**src/rtl/vc_arbiter.sv**
```systemverilog
// vc_arbiter: weighted two-VC arbiter feeding two destination FIFOs.
// One-cycle read-to-write pipeline with sticky overflow detection.
module vc_arbiter #(
    parameter int BW     = 6,
    parameter int WEIGHT = 4
) (
    input  logic          clk,
    input  logic          reset,
    input  logic          enable,
    input  logic          VC0_empty,
    input  logic          VC1_empty,
    input  logic [BW-1:0] VC0_data_out,
    input  logic [BW-1:0] VC1_data_out,
    output logic          VC0_rd,
    output logic          VC1_rd,
    input  logic          D0_pause,
    input  logic          D1_pause,
    input  logic          D0_full,
    input  logic          D1_full,
    output logic          D0_wr,
    output logic          D1_wr,
    output logic [BW-1:0] D0_data_in,
    output logic [BW-1:0] D1_data_in,
    output logic [1:0]    state,
    output logic          error_out,
    output logic [7:0]    D0_count,
    output logic [7:0]    D1_count
);

    localparam int SW = (WEIGHT < 1) ? 1 : $clog2(WEIGHT + 1);
    localparam logic [SW-1:0] WMAX = SW'(WEIGHT);

    localparam logic [1:0] S_IDLE  = 2'd0;
    localparam logic [1:0] S_RUN   = 2'd1;
    localparam logic [1:0] S_PAUSE = 2'd2;
    localparam logic [1:0] S_ERROR = 2'd3;

    logic [1:0]    state_q;
    logic [1:0]    state_d;
    logic [SW-1:0] streak;
    logic          rd_q;
    logic          src_q;
    logic [BW-1:0] word;
    logic          dest;
    logic          pause_any;
    logic          rd_ok;
    logic          grant0;
    logic          grant1;
    logic          overflow;
    logic          at_limit;

    assign state     = state_q;
    assign pause_any = D0_pause | D1_pause;
    assign at_limit  = (streak == WMAX);

    // The in-flight word is the read data of the VC popped last cycle
    assign word     = src_q ? VC1_data_out : VC0_data_out;
    assign dest     = word[BW-2];
    assign overflow = rd_q & (dest ? D1_full : D0_full);

    // State register
    always_ff @(posedge clk or posedge reset) begin
        if (reset) state_q <= S_IDLE;
        else       state_q <= state_d;
    end

    // Next state; an overflow beats every other transition
    always_comb begin
        state_d = state_q;
        if (overflow) begin
            state_d = S_ERROR;
        end else begin
            case (state_q)
                S_IDLE: begin
                    if (enable) state_d = S_RUN;
                end
                S_RUN: begin
                    if (!enable)        state_d = S_IDLE;
                    else if (pause_any) state_d = S_PAUSE;
                end
                S_PAUSE: begin
                    if (!enable)         state_d = S_IDLE;
                    else if (!pause_any) state_d = S_RUN;
                end
                default: state_d = S_ERROR;
            endcase
        end
    end

    // Outputs: grant selection and destination write steering
    always_comb begin
        rd_ok  = (state_q == S_RUN) & enable & ~pause_any;
        grant0 = rd_ok & ~VC0_empty & ~(at_limit & ~VC1_empty);
        grant1 = rd_ok & ~VC1_empty & (VC0_empty | at_limit);
        VC0_rd = grant0;
        VC1_rd = grant1;
        D0_wr  = rd_q & ~dest & ~D0_full;
        D1_wr  = rd_q &  dest & ~D1_full;
        D0_data_in = (rd_q & ~dest) ? word : '0;
        D1_data_in = (rd_q &  dest) ? word : '0;
    end

    // Read pipeline: remember a pop happened and which VC it hit
    always_ff @(posedge clk or posedge reset) begin
        if (reset) begin
            rd_q  <= 1'b0;
            src_q <= 1'b0;
        end else begin
            rd_q  <= grant0 | grant1;
            src_q <= grant1;
        end
    end

    // VC0 streak: only counts while VC1 is actually waiting
    always_ff @(posedge clk or posedge reset) begin
        if (reset) begin
            streak <= '0;
        end else if (VC1_empty || grant1) begin
            streak <= '0;
        end else if (grant0 && !at_limit) begin
            streak <= streak + 1'b1;
        end
    end

    // Sticky error flag and per-destination write counters
    always_ff @(posedge clk or posedge reset) begin
        if (reset) begin
            error_out <= 1'b0;
            D0_count  <= 8'd0;
            D1_count  <= 8'd0;
        end else begin
            error_out <= error_out | overflow;
            D0_count  <= D0_count + {7'd0, D0_wr};
            D1_count  <= D1_count + {7'd0, D1_wr};
        end
    end

endmodule

```
**config.mk**
```make
export PLATFORM = sky130hd
export DESIGN_NAME = vc_arbiter
export DESIGN_NICKNAME = d
export VERILOG_FILES = /design/src/rtl/vc_arbiter.sv
export SDC_FILE = /design/constraint.sdc
export NUM_CORES = 1
export LEC_CHECK = 0
export BUFFER_PORTS_ARGS = -buffer_cell sky130_fd_sc_hd__buf_2
export CORE_MARGIN = 3
export CORE_UTILIZATION = 30
export DETAILED_ROUTE_END_ITERATION = 12
export REMOVE_ABC_BUFFERS = 1
export SLEW_MARGIN = 30
export SYNTH_ARGS = -nofsm -noshare
export SYNTH_HDL_FRONTEND = slang
export SYNTH_SLANG_ARGS = --single-unit
```
**constraint.sdc**
```tcl
create_clock -name clk -period 2 [get_ports clk]
set_clock_uncertainty 0.05 [all_clocks]
set_input_delay 0.3 -clock clk [delete_from_list [all_inputs] [get_ports clk]]
set_output_delay 0.3 -clock clk [all_outputs]
set_load 0.1 [all_outputs]
```
### Word-level counts from Yosys, hierarchy flattened

Index checks and enable logic that the tools add are counted.

* RAM bits: 0
* bits of input ports: 21
* word-level logic and storage cells: 58
* memories kept: 0
* flip-flop bits (word level): 24
* bits in latches: 0
* bits in read-only memories: 0

* add/sub/neg operators: 3
* shift operators: 0
* eq/ne operators: 6
* $mul: 0
* mux-type cells: 13
* reductions and logical operators: 6
* div/mod/pow operators: 0
* bitwise gates (word level): 23
* order comparisons: 0

Operators by type and width (number)
* 6-bit two-way mux: 3
* 8-bit by 1-bit adder with 8-bit output: 2
* 1-bit bitwise AND: 12
* 2-bit two-way mux: 6
* 4-bit inequality test, second input constant: 2
* 1-bit NOT: 7
* 3-bit two-way mux: 2
* 2-bit one-hot mux with 3 select lines: 1
* 1-bit bitwise OR: 4
* 3-bit by 1-bit adder with 3-bit output, second input constant: 1
* 3-bit equality test, second input constant: 1
* 3-bit inequality test, second input constant: 1
* 3-bit AND reduction: 1
* 2-bit by 1-bit equality test with 1-bit output, second input constant: 1
* 2-bit equality test, second input constant: 1
* 2-bit zero test: 1
* 2-bit nonzero test: 1
* 1-bit logical AND: 1
* 1-bit zero test: 1
* 1-bit logical OR: 1
* 1-bit two-way mux: 1

### Logic depth before layout (Yosys ltp)

Gate-level depths: netlist of the first run.

* depth in word-level cells: 8
* gate-level depth with buffers: 9
* mapped depth without buffers: 8

### Least setup slack after synthesis of the first run

Ideal clock, no wire load.

* path kind: register -> register
* start: register state_q[0], in the netlist state[0]
* end: register src_q
* cell stages (with the launch flop): 4
* path slack: -2.016 ns
* library setup time: 0.345 ns
* arrival: 3.621 ns
* path through: dfrtp_1 > nor4b_2 > nand2_2 > nor3_1

* longest elaborated chain between the ends: 5

RTL lines
* start: declaration: line 38 `logic [1:0] state_q;`
* start signal: assignment: line 64 `else state_q <= state_d;`
* 2-bit by 1-bit equality test with 1-bit output: line 92 `rd_ok = (state_q == S_RUN) & enable & ~pause_any;`
* 1-bit bitwise AND (2 in series): line 92
* 1-bit bitwise AND (2 in series): line 94 `grant1 = rd_ok & ~VC1_empty & (VC0_empty | at_limit);`
* named net VC1_rd: line 15 `output logic VC1_rd,`
* end signal: assignment: line 110 `src_q <= grant1;`
* end: declaration: line 42 `logic src_q;`

The timed path passes the listed nets, and every way through them passes these cells.
A chain may end at the register's enable or synchronous reset.

### Worst setup path in the final report of the first run

* start: register src_q
* end: output port D1_data_in[3]

* longest elaborated chain between the ends: 3

RTL lines
* 6-bit two-way mux (*): line 57 `assign word = src_q ? VC1_data_out : VC0_data_out;`
* 1-bit bitwise AND: line 100 `D1_data_in = (rd_q & dest) ? word : '0;`
* 6-bit two-way mux (*): line 100
* end: declaration: line 23 `output logic [BW-1:0] D1_data_in,`

Mark *: on every way between the ends. The rest lies on a longest branch, timed or not.

==> results.sh, run 1 <==
export IMPL_fillers=331
export IMPL_grt_max_degree=25
export IMPL_cts_buffers_inserted=3
export IMPL_ir_drop_uv=266.0
export IMPL_fmaxAchievable_ghz=0.5219
export IMPL_drv_slew=0
export IMPL_r2r_cells=8
export IMPL_criticalPathCategory="reg2out"
export IMPL_syn_to_final_growth_pct=56.33
export IMPL_layout_commonest_cell="buf_2"
export IMPL_wl_per_cell_um=12.47
export IMPL_rrSetupSlack_ns=0.14
export IMPL_die_h_um=69.41
export IMPL_ys_flop_type="dfrtp_1"
export IMPL_synth_area_leader_cell="dfrtp_1"
export IMPL_num_vias=1088
export IMPL_p_sw_uw=682.6
export IMPL_crit_fanout=6
export IMPL_clk_pin_slew_worst_paths_ns=0.08
export IMPL_finish_instance_area_mm2=0.001886
export IMPL_grt_pass1_wl_mm=4.926
export IMPL_timing_rr_start="src_q"
export IMPL_startpoint_type="flop"
export IMPL_n_antenna_cell=0
export IMPL_dp_cells=225
export IMPL_rr_endpoint="D0_count[6]"
export IMPL_h_tree_depth=1
export IMPL_drt_initial_drc_count=23
export IMPL_initial_utilization_pct=31.98
export IMPL_crit_path_cell_trace="mux2i_2 -> nand2b_1 -> buf_4 -> nor2_1 -> buf_12"
export IMPL_synth_edff_count=0
export IMPL_io_buffers=54
export IMPL_ant_nets=0
export IMPL_fin_util_pct=50.00
export IMPL_place_gp_congestion=0.8608
export IMPL_seq_area_frac_synth_pct=49.79
export IMPL_fin_crit_ns=1.916
export IMPL_totalWireLength_mm=2.844
export IMPL_leakagePower_uw=0.0009414
export IMPL_avgSynthCellArea_um2=10.40
export IMPL_p_per_area_mw_per_mm2=787.3
export IMPL_antenna_found_initial=0
export IMPL_cts_path_max_buffers=2
export IMPL_clkSinkCount=24
export IMPL_cts_tree="built"
export IMPL_multi_input_area_um2=609.3
export IMPL_overflow=0
export IMPL_vias_per_cell=4.772
export IMPL_nets=209
export IMPL_p_comb_share_pct=42.8
export IMPL_core_area_mm2=0.003771
export IMPL_ys_ff_latch=24
export IMPL_die_w_um=69.41
export IMPL_finalPower_uw=1484
export IMPL_synthCells=116
export IMPL_synthTopCellsByArea="dfrtp_1 50%, ha_1 6.2%, mux2i_1 5.8%, xnor2_1 5.8%, nor2_1 4.7%"
export IMPL_mostFrequentLayoutCells="39 x buf_2, 23 x dfrtp_1, 14 x buf_12"
export IMPL_p_sw_share_pct=45.99
export IMPL_status="complete, no violations"
export IMPL_critPathSlowestCell="dfrtp_1"
export IMPL_grt_pass1_vias=1122
export IMPL_clk_latency_ns=0.25
export IMPL_dp_hpwl_mm=2.380
export IMPL_required_ns=1.65
export IMPL_period_share_pct=95.81
export IMPL_ctsHoldBuffers=0
export IMPL_rows=22
export IMPL_async_flop_share_pct=100.0
export IMPL_synthDistinctLibCells=29
export IMPL_cap_violations=0
export IMPL_rsz0062_at_grt="yes"
export IMPL_crit_start="src_q"
export IMPL_place_area_mm2=0.001802
export IMPL_cpPeakStageDelay_ns=0.40
export IMPL_seqCellArea_um2=601.8
export IMPL_drc=0
export IMPL_power_frac_clock_pct=18.1
export IMPL_synth_top_area_share_pct=49.79
export IMPL_fin_cells=228
export IMPL_ys_warn_count=0
export IMPL_die_area_mm2=0.004817
export IMPL_p_seq_share_pct=39.1
export IMPL_p_int_uw=801.8
export IMPL_post_cts_buffers=0
export IMPL_critPathCaptureType="output port"
export IMPL_min_path_type="in2async"
export IMPL_first_pass_iters=2
export IMPL_ios=56
export IMPL_hold_violations=0
export IMPL_cts_root_buf="clkbuf_8"
export IMPL_endpoint="D1_data_in[3]"
export IMPL_drive_gt1_share_pct=45.00
export IMPL_critPathArrivalTime_ns=1.57
export IMPL_grt_use_total_pct=12.20
export IMPL_setup_violations_final=0
export IMPL_syn_area_mm2=0.001206
[metal layers]
| layer | vias up | part of all wire [%] | global-route usage, % |
|---|---|---|---|
| met5 | - | 0 | 0 |
| met3 | 0 | 7.8 | 3.623 |
| met4 | 0 | 0 | 1.952 |
| li1 | 524 | - | - |
| met2 | 41 | 50 | 22.14 |
| met1 | 523 | 42 | 14.35 |
[kinds of logic (layout without fill, tap and decap cells)]
family | count (synthesis) | in the layout | share of synthesized area [%]
simple gates | 44 | 44 | 19.40
flops | 24 | 24 | 49.79
compound gates | 14 | 14 | 6.847
xor+xnor | 12 | 12 | 8.714
buf+inv | 8 | 72 | 2.904
mux | 7 | 7 | 5.809
fa+ha+maj | 6 | 6 | 6.224
other cells | 1 | 1 | 0.3109
[worst max-delay path: cells and delay by family, from the launching register on]
family | cells | cell delay [ns]
AND/OR/NAND/NOR | 2 | 0.36
buffers and inverters | 2 | 0.36
flip-flops | 1 | 0.40
multiplexers | 1 | 0.17
[stage by stage]
| step | hold WS (ns) | worst slack (ns) | TNS, ns |
|---|---|---|---|
| global placement | 0.3040 | 0.09993 | 0 |
| global route | 0.05648 | -0.02608 | -0.02608 |
| CTS | 0.03149 | 0.01051 | 0 |
| floorplan | 0.2646 | -2.016 | -30.45 |
| detailed placement | 0.3160 | 0.02402 | 0 |
| finish | 0.02395 | 0.08378 | 0 |
[cells in the mapped netlist, types with 2 or more instances]
| master | count |
|---|---|
| and3_1 | 3 |
| a21oi_1 | 5 |
| mux2i_1 | 7 |
| ha_1 | 6 |
| nor2_1 | 15 |
| inv_1 | 6 |
| nand2b_1 | 2 |
| xnor2_1 | 8 |
| nand2_1 | 6 |
| nand3_1 | 4 |
| o21ai_1 | 3 |
| xor2_1 | 4 |
| dfrtp_1 | 24 |
| nand4_1 | 4 |
| o22ai_1 | 2 |
| nor3_1 | 3 |
| and2_1 | 2 |
[power groups by stage]
| stage | registers (uW) | logic (uW) | clock network [uW] |
|---|---|---|---|
| after floorplan | 927 | 129 | 0 |
| after global placement | 581 | 619 | 0 |
| after detailed placement | 585 | 629 | 0 |
| after CTS | 580 | 635 | 280 |
| after global routing | 587 | 657 | 301 |
| final | 581 | 635 | 268 |
[worst min path at each step]
stage / start / end / slack (ns)
2_1_floorplan: reset / D0_count[0] / 0.26
3_3_place_gp: reset / streak[0] / 0.30
3_5_place_dp: reset / D1_count[1] / 0.32
4_1_cts: reset / D1_count[4] / 0.03
5_1_grt: reset / D1_count[4] / 0.06
6_report: reset / D1_count[4] / 0.02
[flip-flops by register name, summed over array words and instances, names as in the netlist]
signal and count:
state 2, rd_q 1, streak 3, error_out 1, D1_count 8, D0_count 8, src_q 1
[layout make-up]
type                            instances  share of cell area, %
Clock buffer                            3                  2.190
Sequential cell                        24                  31.92
Inverter                                6                  1.194
Tap cell                               48                  3.185
Timing Repair Buffer                   63                  29.20
Multi-Input combinational cell         84                  32.32
[repair_timing]
action                     4_1_cts  5_1_grt
pin swaps                        0        1
cloned                           0        0
gates resized for setup          2       10
setup endpoints to repair        2        7
Power figures use the tool's default switching activity.
==> inputs of run 2 (changes only) <==
- ABC_AREA: default -> 1
==> run 2 against run 1 <==
Hold slack got worse by 0.0046 ns; cell area grew 7.5%; via count rose by 5.8%; die area grew 11%; first-iteration DRC count increased by 22%; sequential power grew 2%; fmax up 2.4%; critical path type unchanged; critical endpoint is now VC0_rd; largest power group unchanged.
==> results.sh, run 2 <==
export IMPL_num_vias=1151
export IMPL_hold_violations=0
export IMPL_grt_use_total_pct=11.42
export IMPL_cts_path_max_buffers=2
export IMPL_fin_crit_ns=1.872
export IMPL_finish_instance_area_mm2=0.002027
export IMPL_mostFrequentLayoutCells="39 x buf_2, 24 x dfrtp_1, 22 x nor2_1"
export IMPL_synthCells=149
export IMPL_critPathArrivalTime_ns=1.52
export IMPL_syn_to_final_growth_pct=50.14
export IMPL_hold_worst_slack_ns=0.01935
export IMPL_use_met3_pct=3.581
export IMPL_seq_area_frac_synth_pct=44.49
export IMPL_yosys_area_share_simple_pct=28.17
export IMPL_synthAdderAreaFrac_pct=5.561
export IMPL_grt_pass1_wl_mm=4.809
export IMPL_dp_hpwl_mm=2.430
export IMPL_rsz0062_at_grt="no"
export IMPL_cts_buffers_inserted=3
export IMPL_criticalPathCategory="reg2out"
export IMPL_rows=23
export IMPL_nets=240
export IMPL_synth_most_common_cell="dfrtp_1"
export IMPL_fin_util_pct=48.58
export IMPL_place_gp_congestion=0.8423
export IMPL_ys_flop_type="dfrtp_1"
export IMPL_die_w_um=73.09
export IMPL_drv_slew=0
export IMPL_crit_fanout=7
export IMPL_status="complete, no violations"
export IMPL_ys_warn_count=0
export IMPL_die_h_um=73.09
export IMPL_synth_compound_area_share_pct=2.410
export IMPL_syn_area_mm2=0.001350
export IMPL_drc=0
export IMPL_totalWireLength_mm=2.925
export IMPL_synth_common_cells="24 x dfrtp_1, 23 x nor2_1, 20 x inv_1, 20 x nand2_1"
export IMPL_fin_cells=262
export IMPL_die_area_mm2=0.005341
export IMPL_required_ns=1.65
export IMPL_clk_pin_slew_worst_paths_ns=0.09
export IMPL_synth_xor_area_share_pct=7.785
export IMPL_wl_per_cell_um=11.16
export IMPL_core_area_mm2=0.004173
export IMPL_n_antenna_cell=0
export IMPL_grt_max_degree=25
export IMPL_critPathCaptureType="output port"
export IMPL_h_tree_depth=1
export IMPL_clkSinkCount=24
export IMPL_synthDistinctLibCells=26
export IMPL_antenna_found_initial=0
export IMPL_multi_input_area_um2=660.6
export IMPL_async_flop_share_pct=100.0
export IMPL_ctsHoldBuffers=0
export IMPL_initial_utilization_pct=32.35
export IMPL_overflow=0
export IMPL_synth_mux_area_share_pct=3.707
export IMPL_place_area_mm2=0.001934
export IMPL_dp_cells=257
export IMPL_fmaxAchievable_ghz=0.5342
export IMPL_synth_edff_count=0
export IMPL_fillers=391
export IMPL_grt_use_met1_pct=14.49
export IMPL_cts_tree="built"
export IMPL_ir_drop_uv=610.0
export IMPL_startpoint_type="flop"
export IMPL_vias_per_cell=4.393
export IMPL_drive_gt1_share_pct=40.09
export IMPL_ios=56
export IMPL_seqCellArea_um2=600.6
export IMPL_cap_violations=0
export IMPL_grt_busiest_layer="met2"
export IMPL_period_share_pct=93.59
export IMPL_synth_area_leader_cell="dfrtp_1"
export IMPL_grt_pass1_vias=1069
export IMPL_synth_top_area_share_pct=44.49
export IMPL_clk_latency_ns=0.26
export IMPL_leakagePower_uw=0.001111
export IMPL_setup_violations_final=0
export IMPL_ant_nets=0
export IMPL_cts_root_buf="clkbuf_8"
export IMPL_first_pass_iters=4
export IMPL_min_path_type="in2async"
export IMPL_io_buffers=54
export IMPL_largest_registers="D0_count: 8 flops, D1_count: 8 flops, streak: 3 flops"
export IMPL_use_met2_pct=19.56
export IMPL_ys_ff_latch=24
export IMPL_layout_commonest_cell="buf_2"
export IMPL_avgSynthCellArea_um2=9.061
export IMPL_drt_initial_drc_count=28
export IMPL_rrSetupSlack_ns=0.29
export IMPL_p_per_area_mw_per_mm2=848.8
export IMPL_synthTopCellsByArea="dfrtp_1 44%, nor2_1 6.4%, xor2_1 5.8%, ha_1 5.6%, inv_1 5.6%"
export IMPL_synth_top_family_by_area="simple AND/OR/NAND/NOR gates"
## run 2: cell types whose count changed after synthesis, sizes merged, moves of 3 or more
cell and delta:
nor2 +10, xnor2 -5, nand2 +18, inv +15
and3 -3, nand3 +11, a21oi -3, xor2 +5
## run 2: final cells by class
| cell class | count | area share [%] |
|---|---|---|
| multi-input cells | 101 | 32.59 |
| well taps | 50 | 3.086 |
| flip-flops and latches | 24 | 29.63 |
| inverters | 22 | 4.136 |
| repair buffers | 61 | 27.04 |
| clock buffers | 3 | 2.037 |
| clock inverters | 1 | 1.481 |
## run 2: where the power goes
| group | switching, uW | total [uW] | leakage, uW | internal [uW] |
|---|---|---|---|---|
| Combinational | 559 | 705 | 0.000766 | 146 |
| Sequential | 60.4 | 595 | 0.000309 | 535 |
| Clock | 153 | 420 | 0.0000357 | 267 |
## run 2: worst paths after layout
check                            startpoint     endpoint  cells after the start
worst min register to register  D1_count[7]  D1_count[7]                      1
worst min-delay path                  reset  D1_count[1]                      3
worst max-delay path               state[0]       VC0_rd                      5
worst max register to register        src_q  D0_count[7]                     10
min in group clk                  VC0_empty         rd_q                      2
max in group asynchronous             reset     state[0]                      3
## run 2: cells by family after synthesis
family                   Yosys count
multiplexers                       5
flip-flops                        24
AO/OA/AOI/OAI                      5
XOR/XNOR                          12
adder cells (fa/ha/maj)            6
other                              1
AND/OR/NAND/NOR                   72
buffers and inverters             24
## run 2: per-stage QoR
step	TNS, ns	setup slack (ns)	power (uW)
floorplan	-25.82	-1.832	1160
global placement	0	0.2728	1306
detailed placement	0	0.2278	1313
CTS	0	0.04303	1743
global route	0	0.009771	1814
finish	0	0.1281	1720
## run 2: critical path, stage by stage (launching register included)
cell      delay [ns]
dfrtp_1         0.48
nand2_2         0.10
nor2_4          0.12
nand2_4         0.10
a211oi_2        0.24
buf_12          0.21
## run 2: per-layer routing
layer	part of all wire, %	wire length, um
met5	0	0
met2	49	1439
met4	0	0
met3	6.6	193
met1	44	1292
## run 2: repair_timing
item,4_1_cts,5_1_grt
gates resized for setup,1,3
setup endpoints to repair,1,1
setup buffers,0,1
pin swaps,0,1
==> inputs of run 3 (changes only) <==
- clock period: 2 -> 2.2 ns (I/O delays scaled with it)
==> run 3 against run 2 <==
Die area unchanged; non-clock buffer count shrank 3; clock-buffer cell count did not move; total power down 11%; hold slack improved by 0.026 ns; cell area shrank 11%; clock power decreased by 10%; flip-flop and latch count unchanged; worst setup slack got worse by 0.0099 ns; critical path type unchanged; largest power group unchanged; highest routed layer is now met4.
==> results.sh, run 3 (synthesis results as in run 2) <==
export IMPL_grt_pass1_vias=1057
export IMPL_first_pass_iters=4
export IMPL_h_tree_depth=1
export IMPL_p_sw_uw=687.5
export IMPL_mostFrequentLayoutCells="46 x buf_2, 24 x dfrtp_1, 23 x nor2_1"
export IMPL_critPathArrivalTime_ns=1.70
export IMPL_grt_pass1_wl_mm=4.616
export IMPL_p_seq_share_pct=35.3
export IMPL_nets=237
export IMPL_place_gp_congestion=0.7693
export IMPL_criticalPathCategory="reg2out"
export IMPL_totalWireLength_mm=2.734
export IMPL_clk_latency_ns=0.26
export IMPL_critPathCaptureType="output port"
export IMPL_crit_fanout=8
export IMPL_core_area_mm2=0.004173
export IMPL_n_antenna_cell=0
export IMPL_layout_commonest_cell="buf_2"
export IMPL_largest_registers="D0_count: 8 flops, D1_count: 8 flops, streak: 3 flops"
export IMPL_antenna_found_initial=0
export IMPL_drv_slew=0
export IMPL_wl_per_cell_um=10.56
export IMPL_grt_max_degree=25
export IMPL_finish_instance_area_mm2=0.001810
export IMPL_fillers=440
export IMPL_p_int_uw=844.9
export IMPL_power_frac_clock_pct=24.5
export IMPL_cap_violations=0
export IMPL_hold_violations=0
export IMPL_rows=23
export IMPL_drc=0
export IMPL_place_area_mm2=0.001724
export IMPL_leakagePower_uw=0.001056
export IMPL_ctsHoldBuffers=0
export IMPL_dp_hpwl_mm=2.294
export IMPL_die_h_um=73.09
export IMPL_period_share_pct=94.63
export IMPL_die_w_um=73.09
export IMPL_fin_crit_ns=2.082
export IMPL_fin_cells=259
export IMPL_drt_initial_drc_count=36
export IMPL_fin_util_pct=43.39
export IMPL_required_ns=1.82
export IMPL_die_area_mm2=0.005341
export IMPL_cts_path_max_buffers=2
export IMPL_initial_utilization_pct=32.35
export IMPL_fmaxAchievable_ghz=0.4803
export IMPL_p_sw_share_pct=44.86
export IMPL_cts_tree="built"
export IMPL_ir_drop_uv=519.2
export IMPL_ant_nets=0
export IMPL_overflow=0
export IMPL_drive_gt1_share_pct=37.80
export IMPL_cts_root_buf="clkbuf_8"
export IMPL_vias_per_cell=4.317
export IMPL_startpoint_type="flop"
export IMPL_io_buffers=54
export IMPL_status="complete, no violations"
export IMPL_grt_use_total_pct=10.84
export IMPL_clk_pin_slew_worst_paths_ns=0.08
export IMPL_clkSinkCount=24
export IMPL_setup_violations_final=0
export IMPL_p_per_area_mw_per_mm2=846.4
export IMPL_p_comb_share_pct=40.2
export IMPL_ios=56
export IMPL_syn_to_final_growth_pct=34.11
export IMPL_dp_cells=255
export IMPL_cts_buffers_inserted=3
export IMPL_num_vias=1118
export IMPL_min_path_type="in2async"
==> run 3: cell types whose count changed in the layout (fill, tap and decap cells not counted) <==
| cell | change |
|---|---|
| clkbuf_4 | +6 |
| nor3_1 | +1 |
| buf_4 | -3 |
| buf_2 | +7 |
| nor2_1 | +1 |
| nor3_4 | -1 |
| nor2_2 | -1 |
| buf_12 | -13 |
| inv_1 | +1 |
| inv_2 | -1 |
==> run 3: final timing paths <==
path | slack (ns) | endpoint | startpoint | cells after the start
max | 0.12 | D1_data_in[2] | src_q | 5
min | 0.05 | D1_count[3] | reset | 3
max reg2reg | 0.28 | D1_count[6] | src_q | 9
min reg2reg | 0.41 | error_out | error_out | 2
max in group asynchronous | 1.82 | streak[0] | reset | 3
min in group clk | 0.22 | rd_q | VC1_empty | 2
==> run 3: final cells by class <==
type	count	area, um^2	area share [%]
Clock inverter	1	30.03	1.659
Tap cell	50	62.56	3.455
Inverter	22	83.83	4.630
Timing Repair Buffer	58	345.3	19.07
Clock buffer	3	41.29	2.281
Multi-Input combinational cell	101	646.9	35.73
Sequential cell	24	600.6	33.17
==> run 3: critical path, cell delays in order (launching register included) <==
cell and delay [ns]:
dfrtp_1 0.56, inv_2 0.08, nand2_2 0.09, nand3_2 0.14
nor2_1 0.14, buf_2 0.43
==> run 3: power by group through the flow <==
stage	Sequential (uW)	Combinational [uW]	Clock, uW
2_1_floorplan	855	199	0
4_1_cts	544	622	392
3_5_place_dp	553	621	0
6_report	541	616	376
5_1_grt	551	659	410
3_3_place_gp	551	617	0
==> run 3: through the flow <==
| step | hold WS (ns) | worst slack, ns | setup TNS, ns | power, uW |
|---|---|---|---|---|
| floorplan | 0.2946 | -1.632 | -20.04 | 1054 |
| global placement | 0.3423 | 0.2977 | 0 | 1168 |
| detailed placement | 0.3429 | 0.2766 | 0 | 1174 |
| CTS | 0.05627 | 0.04186 | 0 | 1558 |
| global route | 0.05207 | -0.001501 | -0.001501 | 1621 |
| finish | 0.04502 | 0.1182 | 0 | 1532 |
==> run 3: what timing repair did <==
item	CTS	global route
hold endpoints to repair	0	0
resized for setup	0	6
setup endpoints to repair	0	6
setup buffers	0	0
==> run 3: metal layers <==
| layer | routed length (um) | GRT usage [%] | up-vias |
|---|---|---|---|
| met3 | 184 | 3.168 | 2 |
| met1 | 1201 | 13.17 | 499 |
| met5 | 0 | 0 | - |
| li1 | - | - | 587 |
| met2 | 1334 | 19.07 | 30 |
| met4 | 13 | 1.844 | 0 |
